## src/rtl/seq_multiplier.sv

```systemverilog
// Sequential shift-and-add multiplier: one WIDTH x WIDTH product every WIDTH+2 cycles.
// Define SEQ_MULT_SIGNED_EN to add the signed_mode port and two's-complement support.
module seq_multiplier #(
  parameter int WIDTH = 4
) (
  input  logic               clk,
  input  logic               rst_n,
  input  logic               in_valid,
  output logic               in_ready,
  input  logic [WIDTH-1:0]   x,
  input  logic [WIDTH-1:0]   y,
`ifdef SEQ_MULT_SIGNED_EN
  input  logic               signed_mode,
`endif
  output logic               out_valid,
  input  logic               out_ready,
  output logic [2*WIDTH-1:0] p
);

  localparam int CW = $clog2(WIDTH);
  localparam logic [CW-1:0] LAST = CW'(WIDTH - 1);

  typedef enum logic [1:0] {
    IDLE = 2'd0,
    CALC = 2'd1,
    DONE = 2'd2
  } state_t;

  state_t           state;
  logic [WIDTH-1:0] mcand;
  logic [WIDTH-1:0] acc;
  logic [WIDTH-1:0] mreg;
  logic [CW-1:0]    cnt;
  logic             mode;

  logic             mode_in;
  logic             last;
  logic [WIDTH:0]   acc_ext;
  logic [WIDTH:0]   mcand_ext;
  logic [WIDTH:0]   sum;

`ifdef SEQ_MULT_SIGNED_EN
  assign mode_in = signed_mode;
`else
  assign mode_in = 1'b0;
`endif

  assign last      = (cnt == LAST);
  assign in_ready  = (state == IDLE);
  assign out_valid = (state == DONE);

  // Extension bit is the sign only in signed mode; mode is constant 0 in the unsigned build.
  assign acc_ext   = {mode & acc[WIDTH-1], acc};
  assign mcand_ext = {mode & mcand[WIDTH-1], mcand};

  always_comb begin
    sum = acc_ext;
    if (mreg[0]) begin
`ifdef SEQ_MULT_SIGNED_EN
      // The multiplier's MSB carries weight -2^(WIDTH-1) in two's complement.
      if (last && mode)
        sum = acc_ext - mcand_ext;
      else
        sum = acc_ext + mcand_ext;
`else
      sum = acc_ext + mcand_ext;
`endif
    end
  end

  always_ff @(posedge clk or negedge rst_n) begin
    if (!rst_n) begin
      state <= IDLE;
      mcand <= '0;
      acc   <= '0;
      mreg  <= '0;
      cnt   <= '0;
      mode  <= 1'b0;
      p     <= '0;
    end else begin
      case (state)
        IDLE: begin
          if (in_valid) begin
            mcand <= x;
            mreg  <= y;
            acc   <= '0;
            cnt   <= '0;
            mode  <= mode_in;
            state <= CALC;
          end
        end
        CALC: begin
          acc  <= sum[WIDTH:1];
          mreg <= {sum[0], mreg[WIDTH-1:1]};
          cnt  <= cnt + 1'b1;
          if (last) begin
            p     <= {sum[WIDTH:1], sum[0], mreg[WIDTH-1:1]};
            state <= DONE;
          end
        end
        DONE: begin
          if (out_ready)
            state <= IDLE;
        end
        default: state <= IDLE;
      endcase
    end
  end

endmodule
```

## config.mk

```make
export PLATFORM = sky130hd
export DESIGN_NAME = seq_multiplier
export DESIGN_NICKNAME = d
export VERILOG_FILES = /design/src/rtl/seq_multiplier.sv
export SDC_FILE = /design/constraint.sdc
export NUM_CORES = 1
export LEC_CHECK = 0
export CAP_MARGIN = 20
export CORE_ASPECT_RATIO = 1.4
export CORE_MARGIN = 2
export CORE_UTILIZATION = 33
export CTS_CLUSTER_DIAMETER = 30
export DETAILED_ROUTE_END_ITERATION = 8
export SETUP_SLACK_MARGIN = 0.5
export SYNTH_ARGS = -nofsm -noshare
export SYNTH_HDL_FRONTEND = slang
export SYNTH_SLANG_ARGS = --single-unit
```

## constraint.sdc

```tcl
create_clock -name clk -period 3 [get_ports clk]
set_input_delay 0.3 -clock clk [delete_from_list [all_inputs] [get_ports clk]]
set_output_delay 0.3 -clock clk [all_outputs]
set_load 0.01 [all_outputs]
```

==> results of run 1 <==
-- per-layer routing --
layer | vias up | routed length (um) | part of all wire, %
met3 | 0 | 65 | 3.1
met5 | - | 0 | 0
li1 | 420 | - | -
met2 | 10 | 1077 | 52
met4 | 0 | 0 | 0
met1 | 396 | 936 | 45
-- layout make-up --
cell class / count / area [um2] / area share (%)
flip-flops and latches: 24 / 600.6 / 42.11
repair buffers: 22 / 217.7 / 15.26
multi-input cells: 80 / 479.2 / 33.60
inverters: 2 / 7.507 / 0.5263
clock buffers: 3 / 41.29 / 2.895
well taps: 40 / 50.05 / 3.509
clock inverters: 1 / 30.03 / 2.105
-- critical path, stage by stage (launching register included) --
cell,delay [ns]
dfrtp_1,0.43
nor2_1,0.19
clkdlybuf4s50_1,0.58
-- through the flow --
step / instance area (um2) / utilization (%) / std cells
after floorplan: 1141 / - / 112
after global placement: 1355 / 40.49 / 168
after detailed placement: 1355 / 40.49 / 168
after CTS: 1426 / 42.62 / 172
after global routing: 1426 / 42.62 / 172
final: 1426 / 42.62 / 172
-- report_power, final --
part | internal (mW) | switching [mW] | leakage (nW)
Combinational | 0.327 | 0.339 | 0.328
Sequential | 0.476 | 0.117 | 0.299
Clock | 0.178 | 0.100 | 0.0357
-- worst max path at each step --
stage	cells after the start	start	end	slack [ns]
6_report	2	state[0]	in_ready	1.23
3_3_place_gp	5	mcand[2]	p[6]	1.31
2_1_floorplan	5	mcand[2]	acc[2]	1.43
4_1_cts	2	state[0]	in_ready	1.23
3_5_place_dp	5	mcand[2]	p[6]	1.26
5_1_grt	2	state[0]	in_ready	1.11
-- sequential cells by signal (all words and copies together), names as in the netlist --
| name | flops |
|---|---|
| state | 2 |
| cnt | 2 |
| mreg | 4 |
| acc | 4 |
| mcand | 4 |
| p | 8 |
-- cell families after synthesis --
family                     after synthesis  share of synthesized area, %
DFF                                     24                         52.63
muxes                                    5                         4.715
buffers and inverters                    8                         5.373
adders and majority gates                6                         7.237
xor gates and xnor gates                 1                        0.7677
and+or+nand+nor                         45                         18.31
AOI/OAI and AO/OA                       23                         10.96
-- cell usage in the layout (no fill, tap or decap), drive strengths merged, types with 2 or more instances in the layout --
cell,Yosys,layout
nor2,4,4
dfrtp,24,24
ha,5,5
mux2i,2,2
nand2b,2,2
mux2,3,3
o21ai,16,16
nand2,26,26
nand3,7,7
clkdlybuf4s50,0,21
inv,2,2
a31oi,4,4
clkbuf,1,3
==> summary.txt, run 1 <==
Dpl hpwl - 1603 um
Post-DRT Antenna Nets - 0
#FFs+latches synth - 24
FP Rows - 25
Final Hold Viols - 0
Slew Viols, Final - 0
Post-synth top area share - 52.63%
H-tree levels - 1
Met1 Resource Use GR - 14.44%
R2r startpoint - mcand[2]
Die width - 53.70 um
DRT Pass-1 Iters - 4
M3 GR Usage - 2.439%
Core ar. - 3347 um2
CTS Buffer Depth - 2
DR vias/cell - 4.802
Nets - 151
Commonest register cell after synthesis - dfrtp_1
Seq/Total Area, Yosys - 52.63%
Setup Crit Path Kind - reg -> out
Met2 GRT Util - 20.05%
Slew @ Worst Pin - 0.5179 ns
Max VDD drop - 0.5977 mV
Slew headroom - 65.37%
Top-count cell post-synth - nand2_1
Post-Syn Nets - 130
Clk root buf - clkbuf_8
Syn. warnings - 0
Initial DRC Count - 11
Setup Buffers After CTS - 0
Most frequent cells after synthesis - nand2_1, dfrtp_1, o21ai_0, nand3_1, ha_1
Clk_skew - 0.004292 ns
I/O Pins - 22
Post-CTS sizing - 0
Final wirelength - 2079 um
Max-cap viol count - 0
Outcome - finished clean
Clock slew seen by the registers of the worst setup and hold paths - 0.09 ns
Grt peak-use layer - met2
Cells after synthesis - 112
Initial antenna violation count - 0
EDFF count, synth - 0
Vias in the first global route - 752
Worst EP arrival - 1.47 ns
Setup TNS Final - 0 ns
Crit. End Element - output pin
Clock Sinks - 24
Fmax achieved - 0.5664 GHz
CP startpoint kind - flop
Die Ht - 73.58 um
Layout cell share with drive strength beyond 1 - 7.576%
Final period utilization - 58.85%
Syn avg cell area - 10.19 um2
Reg-to-reg slack, setup - 1.26 ns
Largest net degree at the start of global routing - 25
FF-to-FF path depth - 5
Total Routing Usage GR - 11.58%
CTS tree - yes
Die ar. - 3951 um2
Setup violators final - 0
Area grow syn2layout - 25.00%
Cell Area, Synth - 1141 um2
Hold/Removal Path Class - in -> async
Crit Path Max Fanout - 4
CTS Hold Bufs - 0
Later-pin clock latency in the skew report - 0.26 ns
Async set-or-reset flop fraction in the synthesized netlist - 100.0%
Total Power - 1.538 mW
DRC viols - 0
Yosys top cell by area - dfrtp_1
GPL Wtd Cong - 0.8003
Diode count - 0
LEAKAGE - 0.6628 nW
Initial Util - 34.09%
TritonCTS Buffers - 3
Filler cells - 318
RSZ-0062 raised after global routing - no
DR vias - 826
First-pass GRT wire length - 3374 um
Synth area leaders - dfrtp_1, nand2_1, o21ai_0
Number of port buffers - 21
Post-synth cell types - 28
Setup ws final - 1.234 ns
Placement Setup Slack - 1.260 ns
Reg-to-Reg End - p[6]
Average routed wire per standard cell - 12.09 um
CP Data Required Time - 2.70 ns
Hold Slack - 0.3844 ns
Power density over cell area - 1078 nW/um2
Minimum clock period - 1.766 ns
GRT Residual Overflow - 0
No activity file was read; power rests on OpenSTA's default activity.
==> inputs of run 2 (changes only) <==
==> constraint.sdc (replaced) <==
create_clock -name clk -period 1.7 [get_ports clk]
set_input_delay 0.17 -clock clk [delete_from_list [all_inputs] [get_ports clk]]
set_output_delay 0.17 -clock clk [all_outputs]
set_load 0.01 [all_outputs]
==> summary.txt, run 2 (synthesis results as in run 1) <==
Outcome - finished clean
Placement Setup Slack - 0.1069 ns
Setup TNS Final - 0 ns
Total Power - 3.027 mW
CP startpoint kind - flop
Dpl hpwl - 1645 um
Setup Crit Path Kind - reg -> reg
Initial antenna violation count - 0
Clk root buf - clkbuf_8
Most common cell after layout, fill and taps aside - nand2_1
LEAKAGE - 0.7606 nW
Hold/Removal Path Class - in -> async
Multi-input logic area - 568.0 um2
FF-to-FF path depth - 6
H-tree levels - 1
Grt peak-use layer - met2
Reg with most FFs - p
Die Ht - 73.58 um
DRC viols - 0
FF+latch area - 603.1 um2
CP Data Required Time - 1.84 ns
Max VDD drop - 0.6752 mV
Slew Viols, Final - 0
Post-DRT Antenna Nets - 0
TritonCTS Buffers - 3
Core ar. - 3347 um2
Cell Count, Final, Fillers Out - 183
Filler cells - 308
Later-pin clock latency in the skew report - 0.27 ns
Setup ws final - 0.1321 ns
Reg-to-reg slack, setup - 0.13 ns
Diode count - 0
Largest net degree at the start of global routing - 25
Clk_skew - 0.002341 ns
Max FFs per register - 8
R2r startpoint - mcand[0]
DRT Pass-1 Iters - 4
Crit. End Element - flop
First-pass GRT wire length - 4112 um
Critical Path Sink - acc[3]
Fmax achieved - 0.6378 GHz
Layout cell share with drive strength beyond 1 - 27.27%
Initial DRC Count - 12
I/O Pins - 22
Reg-to-Reg End - acc[3]
Slew @ Worst Pin - 0.3525 ns
Worst EP arrival - 1.71 ns
CP Launch Point - mcand[0]
CTS Buffer Depth - 2
Final wirelength - 2417 um
Minimum clock period - 1.568 ns
GPL Wtd Cong - 0.7569
Vias in the first global route - 902
RSZ-0062 raised after global routing - yes
Average routed wire per standard cell - 13.21 um
Final period utilization - 92.23%
DR vias - 899
Total Routing Usage GR - 14.20%
Slew headroom - 76.50%
CTS tree - yes
Nets - 162
DR vias/cell - 4.913
Core Util, Final - 47.44%
Inst Count DP - 169
FP Rows - 25
CTS Hold Bufs - 0
Initial Util - 34.09%
M3 GR Usage - 2.033%
Setup violators final - 0
Final Hold Viols - 0
Die ar. - 3951 um2
Crit Path Max Fanout - 2
Max-cap viol count - 0
Clock slew seen by the registers of the worst setup and hold paths - 0.09 ns
Most frequent cells in the layout - nand2_1, dfrtp_1, clkdlybuf4s50_1
Die width - 53.70 um
Power density over cell area - 1906 nW/um2
Met1 Resource Use GR - 17.72%
Number of port buffers - 21
Clock Sinks - 24
GRT Residual Overflow - 0
Area grow syn2layout - 39.14%
Met2 GRT Util - 23.44%
## run 2: cell types whose count changed in the layout (fill, tap and decap cells not counted), sizes merged
cell,change
clkbuf,+1
buf,+13
clkdlybuf4s50,-10
bufinv,-1
dlygate4sd2,+8
## run 2: how the worst min path moves through the flow
stage / start / slack [ns] / end
CTS: rst_n / 0.27 / state[1]
global placement: p[3] / 0.47 / p[3]
finish: rst_n / 0.25 / state[1]
floorplan: rst_n / -0.13 / acc[0]
global route: rst_n / 0.32 / state[1]
detailed placement: p[3] / 0.47 / p[3]
## run 2: worst max-delay path: stages (launching register included)
cell     delay, ns
dfrtp_1       0.40
ha_2          0.21
fa_2          0.37
a21oi_2       0.15
nor2b_1       0.06
o21ai_1       0.15
o21ai_0       0.10
## run 2: area by class of cell
class / count / area share, %
multi-input combinational: 80 / 35.78
tap: 40 / 3.152
inverter: 2 / 0.4728
sequential: 24 / 37.98
clock buffer: 4 / 3.467
timing repair buffer: 33 / 19.15
## run 2: per-layer routing
metal,share of wire (%),wire length (um),vias up
li1,-,-,442
met1,42,1018,439
met4,2.0,48,0
met3,3.2,77,4
met5,0,0,-
met2,53,1272,14
## run 2: stage by stage
| step | instance area [um2] | hold slack, ns |
|---|---|---|
| finish | 1588 | 0.2535 |
| global route | 1588 | 0.3171 |
| CTS | 1533 | 0.2700 |
| detailed placement | 1396 | 0.4737 |
| global placement | 1396 | 0.4669 |
| floorplan | 1175 | -0.1256 |
## run 2: where the power goes
part           internal [mW]  total [mW]  switching, mW
Combinational          0.814        1.56          0.744
Clock                  0.207       0.397          0.190
Sequential             0.844        1.07          0.227
Total                   1.87        3.03           1.16
## run 2: what timing repair did
item,4_1_cts,5_1_grt
endpoints found under the hold margin,0,0
resized for setup,20,21
buffers inserted,9,1
endpoints found under the setup margin,33,20
pin swaps,7,6
